`src/rtl/uart_pkg.sv`:
```
// Shared types and defaults for the UART receive path.
package uart_pkg;

    typedef enum logic [2:0] {
        IDLE,
        START,
        DATA,
        STOP,
        BREAK
    } uart_rx_state_t;

    localparam int UART_CLK_DIV_DEFAULT = 103;
    localparam int UART_DATA_BITS       = 8;

endpackage

```
`src/rtl/uart_sync2.sv`:
```
// Two-flop synchroniser for an asynchronous, idle-high serial line.
// Both stages reset to 1 so a reset never looks like a start edge by itself.
module uart_sync2 (
    input  logic clk,
    input  logic rst_n,
    input  logic d,
    output logic q
);

    logic [1:0] stage_reg;

    // Shift the raw line through two flops to settle metastability.
    always_ff @(posedge clk or negedge rst_n) begin
        if (!rst_n) begin
            stage_reg <= 2'b11;
        end else begin
            stage_reg <= {stage_reg[0], d};
        end
    end

    assign q = stage_reg[1];

endmodule

```
`src/rtl/uart_rx.sv`:
```
// 8N1 UART receiver: synchronises the line, validates the start bit at
// half a bit period, samples each data bit mid-bit and hands bytes over
// through a VALID/READY holding register with framing-error and overrun pulses.
module uart_rx
    import uart_pkg::*;
#(
    parameter int CLK_DIV   = UART_CLK_DIV_DEFAULT,
    parameter int DATA_BITS = UART_DATA_BITS
) (
    input  logic                 clk,
    input  logic                 rst_n,
    input  logic                 rx,
    output logic [DATA_BITS-1:0] data,
    output logic                 valid,
    input  logic                 ready,
    output logic                 busy,
    output logic                 frame_err,
    output logic                 overrun
);

    localparam int CNT_W = $clog2(CLK_DIV);
    localparam int IDX_W = $clog2(DATA_BITS);

    // Half a bit from the detected edge lands the start sample mid-bit;
    // every later sample is one full bit further on.
    localparam logic [CNT_W-1:0] HALF_LOAD = CNT_W'(CLK_DIV / 2 - 1);
    localparam logic [CNT_W-1:0] FULL_LOAD = CNT_W'(CLK_DIV - 1);
    localparam logic [IDX_W-1:0] LAST_IDX  = IDX_W'(DATA_BITS - 1);

    logic                 rx_s;
    uart_rx_state_t       state_reg;
    logic [CNT_W-1:0]     count_reg;
    logic [IDX_W-1:0]     bit_idx_reg;
    logic [DATA_BITS-1:0] shift_reg;
    logic                 busy_reg;
    logic                 frame_err_reg;
    logic                 deliver_reg;
    logic [DATA_BITS-1:0] data_reg;
    logic                 valid_reg;
    logic                 overrun_reg;
    logic                 tick;

    uart_sync2 u_sync (
        .clk   (clk),
        .rst_n (rst_n),
        .d     (rx),
        .q     (rx_s)
    );

    // A sample point is due whenever the bit timer has run out while a frame is in progress.
    assign tick = (state_reg != IDLE) && (count_reg == '0);

    // Frame state machine: bit timer, shifter, bit counter and the stop-bit verdict.
    always_ff @(posedge clk or negedge rst_n) begin
        if (!rst_n) begin
            state_reg     <= IDLE;
            count_reg     <= '0;
            bit_idx_reg   <= '0;
            shift_reg     <= '0;
            busy_reg      <= 1'b0;
            frame_err_reg <= 1'b0;
            deliver_reg   <= 1'b0;
        end else begin
            frame_err_reg <= 1'b0;
            deliver_reg   <= 1'b0;

            if ((state_reg != IDLE) && (count_reg != '0)) begin
                count_reg <= count_reg - CNT_W'(1);
            end

            case (state_reg)
                IDLE: begin
                    if (!rx_s) begin
                        state_reg <= START;
                        count_reg <= HALF_LOAD;
                        busy_reg  <= 1'b1;
                    end
                end
                START: begin
                    if (tick) begin
                        if (!rx_s) begin
                            state_reg   <= DATA;
                            count_reg   <= FULL_LOAD;
                            bit_idx_reg <= '0;
                        end else begin
                            // Line went back high before mid start bit: a glitch, not a frame.
                            state_reg <= IDLE;
                            busy_reg  <= 1'b0;
                        end
                    end
                end
                DATA: begin
                    if (tick) begin
                        shift_reg   <= {rx_s, shift_reg[DATA_BITS-1:1]};
                        count_reg   <= FULL_LOAD;
                        bit_idx_reg <= bit_idx_reg + IDX_W'(1);
                        if (bit_idx_reg == LAST_IDX) begin
                            state_reg <= STOP;
                        end
                    end
                end
                STOP: begin
                    if (tick) begin
                        if (rx_s) begin
                            // Returning to IDLE here, mid stop bit, lets a back-to-back start be seen.
                            deliver_reg <= 1'b1;
                            state_reg   <= IDLE;
                            busy_reg    <= 1'b0;
                        end else begin
                            frame_err_reg <= 1'b1;
                            state_reg     <= BREAK;
                        end
                    end
                end
                BREAK: begin
                    // Wait out a held-low line so a break reports only one framing error.
                    if (rx_s) begin
                        state_reg <= IDLE;
                        busy_reg  <= 1'b0;
                    end
                end
                default: begin
                    state_reg <= IDLE;
                    busy_reg  <= 1'b0;
                end
            endcase
        end
    end

    // Holding register: load a finished byte unless an unaccepted one is still there.
    always_ff @(posedge clk or negedge rst_n) begin
        if (!rst_n) begin
            data_reg    <= '0;
            valid_reg   <= 1'b0;
            overrun_reg <= 1'b0;
        end else begin
            overrun_reg <= 1'b0;
            if (deliver_reg) begin
                if (!valid_reg || ready) begin
                    data_reg  <= shift_reg;
                    valid_reg <= 1'b1;
                end else begin
                    overrun_reg <= 1'b1;
                end
            end else if (valid_reg && ready) begin
                valid_reg <= 1'b0;
            end
        end
    end

    assign data      = data_reg;
    assign valid     = valid_reg;
    assign busy      = busy_reg;
    assign frame_err = frame_err_reg;
    assign overrun   = overrun_reg;

endmodule

```
`config.mk`:
```
export PLATFORM = sky130hd
export DESIGN_NAME = uart_rx
export DESIGN_NICKNAME = d
export VERILOG_FILES = /design/src/rtl/uart_pkg.sv /design/src/rtl/uart_sync2.sv /design/src/rtl/uart_rx.sv
export SDC_FILE = /design/constraint.sdc
export NUM_CORES = 1
export LEC_CHECK = 0
export BUFFER_PORTS_ARGS = -buffer_cell sky130_fd_sc_hd__buf_2
export CAP_MARGIN = 20
export CORE_MARGIN = 10
export CORE_UTILIZATION = 55
export CTS_CLUSTER_SIZE = 14
export DETAILED_ROUTE_END_ITERATION = 6
export PLACE_DENSITY = 0.82
export SETUP_SLACK_MARGIN = 0.5
export SLEW_MARGIN = 20
export SYNTH_ARGS = -nofsm -noshare
export SYNTH_HDL_FRONTEND = slang
export SYNTH_SLANG_ARGS = --single-unit
```
`constraint.sdc`:
```
create_clock -name clk -period 5.6 [get_ports clk]
set_clock_uncertainty 0.1 [all_clocks]
set_input_delay 1.4 -clock clk [delete_from_list [all_inputs] [get_ports clk]]
set_output_delay 1.4 -clock clk [all_outputs]
set_load 0.05 [all_outputs]
```
==> results of run 1 <==
-- power breakdown --
part,switching (mW),internal (mW)
clock network,0.0844,0.0931
registers,0.000958,0.261
logic,0.00544,0.00110
total,0.0908,0.355
-- cells by family after synthesis --
group | count (synthesis)
AO/OA/AOI/OAI | 20
XOR/XNOR | 3
adder cells (fa/ha/maj) | 5
buffers and inverters | 14
flip-flops | 36
multiplexers | 18
AND/OR/NAND/NOR | 39
-- area by class of cell --
| cell class | instances | share of cell area [%] |
|---|---|---|
| clock inverter | 3 | 2.36 |
| multi-input combinational | 85 | 37.4 |
| inverter | 8 | 1.67 |
| timing repair buffer | 15 | 4.17 |
| tap | 31 | 2.15 |
| clock buffer | 5 | 2.08 |
| sequential | 36 | 50.2 |
-- cells in the final DEF, fill, tap and decap left out, types with 2 or more instances in the layout --
cell type	n
nand4_1	2
nor3_1	3
nand2_1	10
mux2i_1	2
nor2_1	8
dfrtp_1	34
ha_1	4
a21oi_1	5
dfstp_2	2
mux2_4	7
inv_1	8
buf_2	15
nand3_1	3
o21ai_0	5
or3_1	2
a211oi_1	2
mux2_2	9
clkbuf_4	5
xnor2_1	3
nor4_1	2
-- per-layer routing --
layer	wire length, um	vias up	part of all wire, %
met2	1320	20	48
met5	0	-	0
met3	163	4	5.9
met1	1250	508	45
li1	-	511	-
met4	33	0	1.2
-- worst paths after layout --
kind	startpoint	end	slack, ns	cells after the start
max	busy	busy	3.10	1
min	u_sync.stage_reg[0]	u_sync.stage_reg[1]	0.26	0
max reg2reg	count_reg[0]	shift_reg[4]	3.18	6
min reg2reg	u_sync.stage_reg[0]	u_sync.stage_reg[1]	0.26	0
max in group asynchronous	rst_n	bit_idx_reg[1]	3.90	1
min in group asynchronous	rst_n	frame_err	1.02	1
==> key figures, run 1 <==
Status
  • Status: complete, no violations

Placed design
  • IO Port Bufs: 15
  • Final HPWL DP: 1970 um
  • Placed cell area: 0.00172 sq mm
  • RD Place Congestion: 0.774
  • Dpl ws: approximately 3.0 ns
  • Placed Cells: about 180

Worst setup path
  • Critical path required time: about 4.1 ns
  • Worst setup SP type: flip-flop
  • Critical path capture point type: output port
  • CP Cell Sequence: buf_2
  • Critical Path AT: 1.00 ns
  • Crit-path max cell delay: between 0.3 and 0.4 ns
  • Critical Path Fanout Max: 3
  • Critical path's top delay family: flip-flops
  • Bufs and invs on worst path: 1
  • Slowest cell on crit path: dfrtp_1
  • Crit Path Class: reg2out

Cells and area
  • Fillcell total: between 200 and 250
  • Nets: around 160
  • Register area: 903 sq um
  • Fin area: approximately 0.0018 sq mm
  • Final non-filler cell total: approximately 180
  • Fin util: between 60 and 70%
  • Layout cells sized above 1: about 30%
  • Multi-input logic area: 673 sq um
  • Synthesis-to-finish area growth: 9.43%
  • Diode count: 0

Synth
  • Mux cell area share after synthesis: between 10% and 20%
  • Synth cell count leaders: dfrtp_1 (34), nand2_1 (10), mux2_2 (9)
  • Simple-gate area share of the yosys netlist: 13.9%
  • Post-synth top area cell: dfrtp_1
  • Xor-xnor portion of the synthesized cell area: 1.60%
  • Seq/Total Area, Yosys: around 55%
  • Area share of the largest cell type after synthesis: 51.7%
  • FFs w/ async S/R, synth: 100%
  • Post-synth EDFFs: 0
  • Post-Synth Adder-Cell Area: 3.65%
  • Post-synth cell types: 39
  • Main combinational cell family by area after synthesis: simple AND/OR/NAND/NOR gates
  • Top-count cell post-synth: dfrtp_1
  • Dominant synthesized flop cell: dfrtp_1
  • Compound-Gate Fraction of Synth Area: 7.98%
  • Synth warn: 0
  • Syn avg cell area: roughly 12 sq um
  • Mapped Nets: about 140
  • Post-Syn Instances: approximately 140
  • Mapped Area: approximately 0.0016 sq mm
  • Leading post-synthesis cells by cell area: dfrtp_1 (52%), mux2_4 (6.4%), mux2_2 (6.2%)
  • Seq cells post-synth: 36

Detailed routing
  • Per-cell routed wire length: 15.1 um
  • Residual DRC count: 0
  • Antenna-violating nets left: 0
  • Vias: 1043
  • Drt pass-1 iters: 4
  • Final WL: 2770 um
  • Iter 0 DRT Violations: 57
  • Vias/cell: 5.70

Worst hold path
  • Worst hold path class: reg2reg

Pwr
  • Static Leak: between 0.8 and 0.9 nW
  • Final Power: about 0.45 mW
  • Pwr Density: around 250 mW/mm^2
  • Max VDD drop: 295 uV

Die
  • Vert. Die Dim: about 75 um
  • I/O pin count: 16
  • Starting density of the core: about three fifths
  • Die span in x: around 75 um
  • CORE AREA: between 0.002 and 0.003 sq mm
  • Die area: between 0.005 and 0.006 sq mm
  • Std-Cell Rows: 19

Timing
  • Min Hold Slack: 0.261 ns
  • Period utilization: roughly 45%
  • Max Freq: 401 MHz
  • # setup viols final: 0
  • Worst slew margin: between 40% and 50%
  • Hold Fails Final Rpt: 0
  • Slew Limit Fails: 0
  • Tmin final: around 2.5 ns
  • Worst Tran Pin Value: 0.753 ns
  • Final setup margin: approximately 3.1 ns
  • TNS Setup: 0 ns
  • RSZ-0062 raised after global routing: false

CTS
  • Clk_lat worst skew: ~0.34 ns
  • # clock sinks: 36
  • Htree depth: 2
  • Max Buffers Root-to-Sink: 2
  • Clock-pin slew on the worst setup and hold paths: 0.11 ns
  • CTS tree: built
  • Post-CTS Setup Repair Bufs: 0
  • Num CTS Buffers: 5
  • Post-CTS sizing: 0
  • Cts hold-fix bufs: 0
  • Root Buffer: clkbuf_4

Global routing
  • GR Util met2: between 10% and 20%
  • Global route hottest layer: met2
  • Number of global-route vias before repair: approximately 1100
  • Pin count of the biggest net entering global routing: 37
  • Met3 usage: ~4.2%
  • Total track usage: 11.0%
  • GR Layer Usage met1: 12.9%
  • Initial antenna violation count: 0
  • Total global routing overflow: 0
  • First-pass GRT wire length: between 4000 and 5000 um

Run
  • Max Cap Viol: 0
(Power assumes the default switching activity.)
==> run 2, diff against run 1 <==
--- a/config.mk
+++ b/config.mk
@@ -5,6 +5,7 @@
 export SDC_FILE = /design/constraint.sdc
 export NUM_CORES = 1
 export LEC_CHECK = 0
+export ABC_AREA = 1
 export BUFFER_PORTS_ARGS = -buffer_cell sky130_fd_sc_hd__buf_2
 export CAP_MARGIN = 20
 export CORE_MARGIN = 10
==> constraint.sdc (replaced) <==
create_clock -name clk -period 2.33 [get_ports clk]
set_clock_uncertainty 0.1 [all_clocks]
set_input_delay 0.5825 -clock clk [delete_from_list [all_inputs] [get_ports clk]]
set_output_delay 0.5825 -clock clk [all_outputs]
set_load 0.05 [all_outputs]
==> run 2 against run 1 <==
  * Global-route usage up 1.0 points
  * Flip-flop and latch count unchanged
  * Register-to-register slack worse by 2.5 ns
  * Die area grew 2.3%
  * Synthesized area rose by 3.2%
  * Clock-buffer cell count increased by 1
  * Non-clock buffer count rose by 1
  * Largest power group unchanged
==> key figures, run 2 <==
Die
  • I/O pin count: 16
  • Die area: between 0.005 and 0.006 sq mm
  • Vert. Die Dim: between 70 and 80 um
  • Std-Cell Rows: 20
  • Die span in x: 75.6 um
  • CORE AREA: ~0.0030 sq mm
  • Starting density of the core: a little under three fifths

Worst setup path
  • FF-to-FF path depth: 9
  • Reg2reg setup slack: 0.65 ns
  • Worst setup SP type: flip-flop
  • Crit-path max cell delay: approximately 0.42 ns
  • Critical path required time: 2.49 ns
  • Crit path top cell by count: inv_1
  • Critical Path AT: approximately 1.9 ns
  • Critical path launch point: count_reg[0]
  • Critical path capture point type: flip-flop
  • Reg2reg start: count_reg[0]
  • Crit Path Class: reg2reg
  • Bufs and invs on worst path: 3
  • Slowest cell on crit path: dfrtp_1
  • Worst path depth: 9
  • Critical Path Fanout Max: 14
  • CP Cell Sequence: inv_1, ha_1, inv_1, nor2_2, nand3_4, nor2_8, buf_12, nand2_1, o21ai_0
  • Setup crit end: shift_reg[4]
  • Critical path's top delay family: simple AND/OR/NAND/NOR gates
  • R2r endpoint: shift_reg[4]

Detailed routing
  • Wire length on met3: ~160 um
  • Iter 0 DRT Violations: approximately 100
  • Vias: ~1300
  • Per-cell routed wire length: 12.6 um
  • Vias/cell: roughly 5.2
  • Max Used Layer: met4
  • Met1 WL: approximately 1400 um
  • Drt pass-1 iters: 5
  • Met2 wire len: ~1400 um
  • Final WL: ~3100 um
  • Residual DRC count: 0
  • Antenna-violating nets left: 0

CTS
  • Clk_lat worst skew: around 0.35 ns
  • Clock-pin slew on the worst setup and hold paths: ~0.11 ns
  • Cts hold-fix bufs: 0
  • Max Buffers Root-to-Sink: 2
  • Num CTS Buffers: 5
  • # clock sinks: 36
  • Htree depth: 2
  • Root Buffer: clkbuf_4
  • CTS tree: built

Global routing
  • Total track usage: 12.1%
  • Pin count of the biggest net entering global routing: 37
  • First-pass GRT wire length: about 5200 um
  • Total global routing overflow: 0
  • Initial antenna violation count: 0
  • Number of global-route vias before repair: between 1000 and 1500

Run
  • Max Cap Viol: 0

Timing
  • Worst slew margin: between 50% and 60%
  • TNS Setup: 0 ns
  • # setup viols final: 0
  • Tmin final: ~1.7 ns
  • Worst Tran Pin Value: between 0.7 and 0.8 ns
  • Max Freq: a little under 600 MHz
  • Slew Limit Fails: 0
  • RSZ-0062 raised after global routing: false
  • Min Hold Slack: 0.192 ns
  • Hold Fails Final Rpt: 0
  • Period utilization: between 70 and 80%

Synth
  • Top-count cell post-synth: nand2_1
  • Area share of the largest cell type after synthesis: between 50% and 60%
  • Syn avg cell area: 9.03 sq um
  • Mapped Area: 0.00170 sq mm
  • Post-synth top area cell: dfrtp_1
  • Dominant synthesized flop cell: dfrtp_1
  • Post-Syn Instances: about 190
  • Synth cell count leaders: nand2_1 (52), dfrtp_1 (34), inv_1 (19)
  • Leading post-synthesis cells by cell area: dfrtp_1 (50%), nand2_1 (11%), o21ai_0 (4.7%)
  • Synth warn: 0
  • Seq/Total Area, Yosys: 53.2%
  • Post-synth EDFFs: 0
  • Post-synth cell types: 26
  • FFs w/ async S/R, synth: 100%
  • Mapped Nets: 196
  • Seq cells post-synth: 36

Pwr
  • Pwr Density: between 500 and 600 mW/mm^2
  • Final Power: around 1.1 mW
  • Sw frac: between 20 and 25%
  • Clock share of power: between 30% and 40%
  • Static Leak: roughly 1 nW
  • NetSw: approximately 0.22 mW
  • Sequential Power Share: between 50% and 60%
  • Int Pwr: approximately 0.85 mW
  • Comb pwr share: about 1.7%
  • Max VDD drop: around 420 uV

Cells and area
  • Synthesis-to-finish area growth: 11.4%
  • Most frequent cells in the layout: nand2_1 (52), dfrtp_1 (34), inv_1 (19)
  • Diode count: 0
  • Fillcell total: between 200 and 300
  • Layout cells sized above 1: approximately a quarter
  • Most common cell after layout, fill and taps aside: nand2_1
  • Nets: 217

Worst hold path
  • Worst hold path class: in2async

Placed design
  • RD Place Congestion: between 0.9 and 1
  • IO Port Bufs: 15
  • Final HPWL DP: approximately 2200 um

Status
  • Status: complete, no violations
-- run 2: layout make-up --
cell class,instances,area (sq um),share of cell area (%)
inverters,23,88.8,4.70
well taps,33,41.3,2.18
clock inverters,2,35.0,1.85
repair buffers,16,95.1,5.03
clock buffers,6,41.3,2.18
flip-flops and latches,36,903,47.8
multi-input cells,127,687,36.3
-- run 2: per-layer routing --
layer / up-vias / GRT usage, %
met2: 21 / 19.3
met3: 6 / 5.08
li1: 642 / -
met5: - / 0
met1: 596 / 13.9
met4: 0 / 5.36
-- run 2: power by group through the flow --
stage          sequential [mW]  clock [mW]  combinational [mW]
5_1_grt                  0.630       0.465              0.0207
3_5_place_dp             0.641           0              0.0186
3_3_place_gp             0.641           0              0.0188
2_1_floorplan            0.641           0             0.00344
6_report                 0.629       0.425              0.0177
4_1_cts                  0.629       0.432              0.0185
-- run 2: stage by stage --
step	utilization, %	instance area (sq um)	cells	setup WS [ns]
finish	63.0	1890	243	0.649
global route	63.0	1890	243	0.520
CTS	62.3	1870	242	0.617
detailed placement	59.8	1800	234	0.621
global placement	59.8	1800	234	0.639
floorplan	-	1700	188	0.818
-- run 2: how the worst min path moves through the flow --
stage                                   start                  end  depth (start not counted)
after floorplan                         rst_n       bit_idx_reg[0]                          0
after global placement    u_sync.stage_reg[0]  u_sync.stage_reg[1]                          0
after detailed placement  u_sync.stage_reg[0]  u_sync.stage_reg[1]                          0
after CTS                               rst_n            frame_err                          1
after global routing                       rx  u_sync.stage_reg[0]                          1
final                                   rst_n       bit_idx_reg[0]                          1
-- run 2: timing repair --
item,in CTS,in global routing
setup buffers,0,1
endpoints found under the setup margin,0,4
gates resized for setup,0,1
-- run 2: cells by family after synthesis --
group	Yosys count	share of synthesized area, %
buf+inv	25	6.34
simple gates	92	26.7
compound gates	27	8.48
fa+ha+maj	4	2.95
flops	36	53.2
xor+xnor	2	1.03
mux	2	1.33
